## src/rtl/rom_dl_bridge.sv

```systemverilog
// Packs a byte-wide ROM download stream into 16-bit SDRAM writes.
// A pending word collects byte lanes, a small FIFO buffers whole words, and a toggle handshake issues them.
module rom_dl_bridge #(
    parameter int unsigned FIFO_DEPTH = 4
) (
    input  logic        clk_sys,
    input  logic        reset_n,
    input  logic        ioctl_download,
    input  logic        ioctl_wr,
    input  logic [24:0] ioctl_addr,
    input  logic [7:0]  ioctl_dout,
    output logic        port1_req,
    input  logic        port1_ack,
    output logic [22:0] port1_a,
    output logic [1:0]  port1_ds,
    output logic        port1_we,
    output logic [15:0] port1_d,
    output logic        busy,
    output logic        overflow,
    output logic        rom_loaded
);
    localparam int unsigned PtrW = $clog2(FIFO_DEPTH);
    localparam int unsigned CntW = PtrW + 1;
    localparam logic [CntW-1:0] DepthC = CntW'(FIFO_DEPTH);

    typedef struct packed {
        logic [22:0] addr;
        logic [1:0]  ds;
        logic [15:0] data;
    } entry_t;

    typedef enum logic [1:0] {StSync, StIdle, StWaitAck} state_e;

    logic            wr_q, dl_q;
    logic            pend_valid_q, pend_valid_d;
    entry_t          pend_q, pend_d;
    entry_t          mem_q [FIFO_DEPTH];
    logic [PtrW-1:0] wptr_q, wptr_d, rptr_q, rptr_d;
    logic [CntW-1:0] count_q, count_d;
    state_e          state_q, state_d;
    logic            req_q, req_d;
    entry_t          out_q, out_d;
    logic            overflow_q, overflow_d;
    logic            ended_q, ended_d;
    logic            loaded_q, loaded_d;

    logic accept, dl_rise, dl_fall, lane, merge, push, pop, push_ok, busy_w;
    logic unused_addr;

    assign unused_addr = ioctl_addr[24];
    assign lane        = ioctl_addr[0];
    assign accept      = ioctl_download && ioctl_wr && !wr_q;
    assign dl_rise     = ioctl_download && !dl_q;
    assign dl_fall     = !ioctl_download && dl_q;

    always_comb begin
        merge = accept && pend_valid_q && (ioctl_addr[23:1] == pend_q.addr) && !pend_q.ds[lane];
        // A complete word leaves immediately; a partial one leaves on address change or download end.
        push = pend_valid_q && ((accept && !merge) || (pend_q.ds == 2'b11) || dl_fall);
        pop = (state_q == StIdle) && (count_q != '0);
        push_ok = push && ((count_q != DepthC) || pop);
        busy_w = pend_valid_q || (count_q != '0) || (state_q == StWaitAck);
    end

    always_comb begin
        pend_valid_d = pend_valid_q;
        pend_d       = pend_q;
        if (accept && merge) begin
            pend_d.ds[lane] = 1'b1;
            if (lane) pend_d.data[15:8] = ioctl_dout;
            else      pend_d.data[7:0]  = ioctl_dout;
        end else if (accept) begin
            pend_valid_d = 1'b1;
            pend_d.addr  = ioctl_addr[23:1];
            pend_d.ds    = lane ? 2'b10 : 2'b01;
            pend_d.data  = lane ? {ioctl_dout, 8'h00} : {8'h00, ioctl_dout};
        end else if (push) begin
            pend_valid_d = 1'b0;
        end
    end

    always_comb begin
        wptr_d  = push_ok ? wptr_q + 1'b1 : wptr_q;
        rptr_d  = pop ? rptr_q + 1'b1 : rptr_q;
        count_d = count_q + CntW'(push_ok) - CntW'(pop);
    end

    always_comb begin
        state_d = state_q;
        req_d   = req_q;
        out_d   = out_q;
        case (state_q)
            StSync: begin
                req_d   = port1_ack;
                state_d = StIdle;
            end
            StIdle: begin
                if (pop) begin
                    out_d   = mem_q[rptr_q];
                    req_d   = ~req_q;
                    state_d = StWaitAck;
                end
            end
            StWaitAck: begin
                if (port1_ack == req_q) state_d = StIdle;
            end
            default: state_d = StSync;
        endcase
    end

    always_comb begin
        overflow_d = overflow_q;
        if (dl_rise) overflow_d = 1'b0;
        if (push && !push_ok) overflow_d = 1'b1;
        ended_d  = ended_q || dl_fall;
        loaded_d = loaded_q;
        if (dl_rise) loaded_d = 1'b0;
        else if (!ioctl_download && ended_q && !busy_w) loaded_d = 1'b1;
    end

    always_ff @(posedge clk_sys) begin
        if (push_ok) mem_q[wptr_q] <= pend_q;
    end

    always_ff @(posedge clk_sys or negedge reset_n) begin
        if (!reset_n) begin
            wr_q         <= 1'b0;
            dl_q         <= 1'b0;
            pend_valid_q <= 1'b0;
            pend_q       <= '0;
            wptr_q       <= '0;
            rptr_q       <= '0;
            count_q      <= '0;
            state_q      <= StSync;
            req_q        <= 1'b0;
            out_q        <= '0;
            overflow_q   <= 1'b0;
            ended_q      <= 1'b0;
            loaded_q     <= 1'b0;
        end else begin
            wr_q         <= ioctl_wr;
            dl_q         <= ioctl_download;
            pend_valid_q <= pend_valid_d;
            pend_q       <= pend_d;
            wptr_q       <= wptr_d;
            rptr_q       <= rptr_d;
            count_q      <= count_d;
            state_q      <= state_d;
            req_q        <= req_d;
            out_q        <= out_d;
            overflow_q   <= overflow_d;
            ended_q      <= ended_d;
            loaded_q     <= loaded_d;
        end
    end

    assign port1_req  = req_q;
    assign port1_a    = out_q.addr;
    assign port1_ds   = out_q.ds;
    assign port1_d    = out_q.data;
    assign busy       = busy_w;
    // Registered download flag keeps we low while reset is held.
    assign port1_we   = dl_q || busy_w;
    assign overflow   = overflow_q;
    assign rom_loaded = loaded_q;

endmodule
```

## config.mk

```make
export PLATFORM = sky130hd
export DESIGN_NAME = rom_dl_bridge
export DESIGN_NICKNAME = d
export VERILOG_FILES = /design/src/rtl/rom_dl_bridge.sv
export SDC_FILE = /design/constraint.sdc
export NUM_CORES = 1
export LEC_CHECK = 0
export ABC_AREA = 0
export CAP_MARGIN = 25
export CORE_ASPECT_RATIO = 0.7
export CORE_MARGIN = 2
export CORE_UTILIZATION = 45
export CTS_BUF_LIST = sky130_fd_sc_hd__clkbuf_4 sky130_fd_sc_hd__clkbuf_8
export DETAILED_ROUTE_END_ITERATION = 7
export SYNTH_ARGS = -nofsm -noshare
export SYNTH_HDL_FRONTEND = slang
export SYNTH_SLANG_ARGS = --single-unit
```

## constraint.sdc

```tcl
create_clock -name clk_sys -period 5.3 [get_ports clk_sys]
set_clock_uncertainty 0.2 [all_clocks]
set_input_delay 1.06 -clock clk_sys [delete_from_list [all_inputs] [get_ports clk_sys]]
set_output_delay 1.06 -clock clk_sys [all_outputs]
set_load 0.02 [all_outputs]
```

==> impl_results.md <==
- Post-CTS sizing: 0
- Layout cells sized above 1: 0.2993
- Syn Inst Count: between 500 and 600
- CP arrival: approximately 4.1 ns
- Post-Place Cell Area: about 11000 µm²
- Drt pass-1 iters: 5
- Tmin final: roughly 3.8 ns
- DRC violations left: 0
- Die area: ~24000 µm²
- Iteration-0 DRC Markers: between 300 and 400
- Leak: about 4.3 nW
- RSZ-0062 raised after global routing: no
- Root buffer cell: clkbuf_8
- CTS tree: yes
- Port buffer count: 82
- Fin. Hold Viols: 0
- Die Y-Extent: between 100 and 150 µm
- WL/cell: ~20 µm
- Register area share after synthesis: 0.7247
- Htree depth: 2
- Average cell area after synthesis: 18.61 µm²
- Most common cell after layout, fill and taps aside: edfxtp_1
- CP Capture Type: register
- Area Overhead vs Synth: 20.12%
- Gr ovfl total: 0
- Width of the die: 183.8 µm
- Max_slew headroom: 0.4423
- WP data required: around 5.5 ns
- Antenna violations before repair: 0
- Vias in the first global route: 5539
- ANT cells: 0
- Vias/cell: about 5.3
- CP max stage delay: ~0.5 ns
- Warnings from Yosys: 0
- Worst Tran Pin Value: approximately 0.83 ns
- Critical path's slowest cell: or4_4
- Synth cell types: 36
- Number of synthesized flops with an enable pin: 164
- DRT antenna net count: 0
- TritonCTS buffer count: 42
- Critical-path cell list: clkdlybuf4s50_1 > xnor2_1 > nand4_1 > or4_4 > o31ai_2 > ha_1 > inv_1 > ha_1 > fa_1 > xor2_1 > xnor2_1
- Final period utilization: 0.7263
- Largest net degree at the start of global routing: 57
- Via count: just over 5000
- CP Class: primary input to register
- Num ports: 84
- Mapped Area: roughly 10000 µm²
- CP max FO: 3
- Total GRT Usage: 0.1740
- Post-route cell area: around 12000 µm²
- Core area: roughly 22000 µm²
- Net Count, Synth: just under 600
- CTS Buffer Depth: 3
- Clk Latency, worst-skew pair: approximately 0.52 ns
- Status: completed
- Final wirelength: slightly below 20000 µm
- FMAX: ~260 MHz
- Clock transition at path regs: ~0.060 ns
- Setup TNS: 0 ns
- #FFs+latches synth: 262
- Top FF cell, synth: edfxtp_1
- Initial Utilization: 0.4535
- Fraction of registers with async set/reset: 0.3740
- Final net count: approximately 710
- Final HPWL DP: 11890 µm
- Endpoints failing setup: 0
- Pwr/cell area: roughly 530 nW/µm²
- Placer congestion estimate: approximately 0.7
- Startpoint Class: primary input
- Commonest non-fill, non-tap cells in the layout: edfxtp_1, dfrtp_1, clkdlybuf4s50_1, mux2_2, clkbuf_8
- Clock sinks: 262
- First-pass GRT wire length: a little over 30000 µm
- HP Class: register to register
- Max Cap Violations: 0
- Peak supply drop: 245.2 µV
- Row count: 46
- CTS Hold Buffers Added: 0
- Setup Buffers After CTS: 0
- Slew Viols, Final: 0
==> kinds of logic after synthesis <==
| kind of cell | synth area share |
|---|---|
| AO/OA/AOI/OAI | 0.03245 |
| XOR/XNOR | 0.02495 |
| adder cells (fa/ha/maj) | 0.009341 |
| buffers and inverters | 0.01585 |
| flip-flops | 0.7247 |
| multiplexers | 0.1625 |
| AND/OR/NAND/NOR | 0.03024 |
==> metal layers <==
layer,wire length (µm),global-route usage
met5,0,0
met4,245,0.04518
met3,774,0.03600
met2,9486,0.2844
met1,9365,0.2427
==> state kept, by name, indices dropped and copies added (netlist names), 2 cells and up <==
register,flops
wptr_q,2
mem_q,164
port1_d,16
port1_ds,2
count_q,3
state_q,2
port1_a,23
pend_q,41
rptr_q,2
==> critical path: cells and delay by family <==
kind | cells | cell delay, ns
AND/OR/NAND/NOR | 2 | 0.79
AO/OA/AOI/OAI | 1 | 0.27
adder cells (fa/ha/maj) | 3 | 0.73
buffers and inverters | 2 | 0.50
XOR/XNOR | 3 | 0.70
==> path summary, 6_finish.rpt <==
path | cells past startpoint | endpoint | start | slack [ns]
max | 11 | count_q[2]$_DFF_PN0_ | ioctl_addr[17] | 1.45
min | 1 | port1_a[22]$_DFFE_PN0P_ | port1_a[22]$_DFFE_PN0P_ | 0.30
max reg2reg | 10 | count_q[2]$_DFF_PN0_ | pend_q[34]$_DFFE_PN0P_ | 1.98
min reg2reg | 1 | port1_a[22]$_DFFE_PN0P_ | port1_a[22]$_DFFE_PN0P_ | 0.30
max in group asynchronous | 2 | pend_q[21]$_DFFE_PN0P_ | reset_n | 3.39
min in group asynchronous | 1 | port1_d[6]$_DFFE_PN0P_ | reset_n | 0.40
==> power by group <==
group	leakage [nW]	switching, mW	total, mW	internal [mW]
registers	2.66	0.280	2.88	2.60
clock network	0.442	0.752	1.68	0.925
logic	1.24	0.903	1.93	1.03
total	4.34	1.94	6.49	4.56
==> through the flow <==
stage | cells | util | hold WS (ns) | worst slack (ns) | power [mW]
final | 983 | 0.5448 | 0.3034 | 1.450 | 6.494
after global routing | 983 | 0.5448 | 0.3221 | 1.330 | 6.847
after detailed placement | 906 | 0.5070 | 0.2954 | 0.9804 | 4.864
after CTS | 982 | 0.5439 | 0.3078 | 1.495 | 6.557
after floorplan | 547 | - | 0.2350 | 1.274 | 4.110
after global placement | 906 | 0.5070 | 0.2829 | 0.9989 | 4.801
==> synth_stat cells, drive strengths merged, types with 3 or more instances <==
cell | n | area, µm²
edfxtp | 164 | 4925
dfrtp | 98 | 2452
mux2 | 64 | 720.7
mux4 | 41 | 923.4
xnor2 | 26 | 227.7
o21ai | 20 | 130.1
a22oi | 17 | 127.6
clkbuf | 16 | 60.06
nand2 | 14 | 52.55
inv | 13 | 48.80
nand2b | 13 | 81.33
nor2 | 12 | 45.04
buf | 7 | 52.54
nand4 | 7 | 43.79
a21oi | 6 | 37.54
ha | 6 | 75.07
nor3 | 4 | 20.02
nand3 | 3 | 15.01
xor2 | 3 | 26.28
==> cell type report <==
cell class | instances | area (µm²)
multi-input cells | 249 | 2683
repair buffers | 95 | 928.4
inverters | 13 | 48.80
clock inverters | 14 | 62.56
clock buffers | 62 | 765.7
flip-flops and latches | 262 | 7380
fillers | 1770 | 10220
well taps | 288 | 360.3
Power figures use the tool's default switching activity.
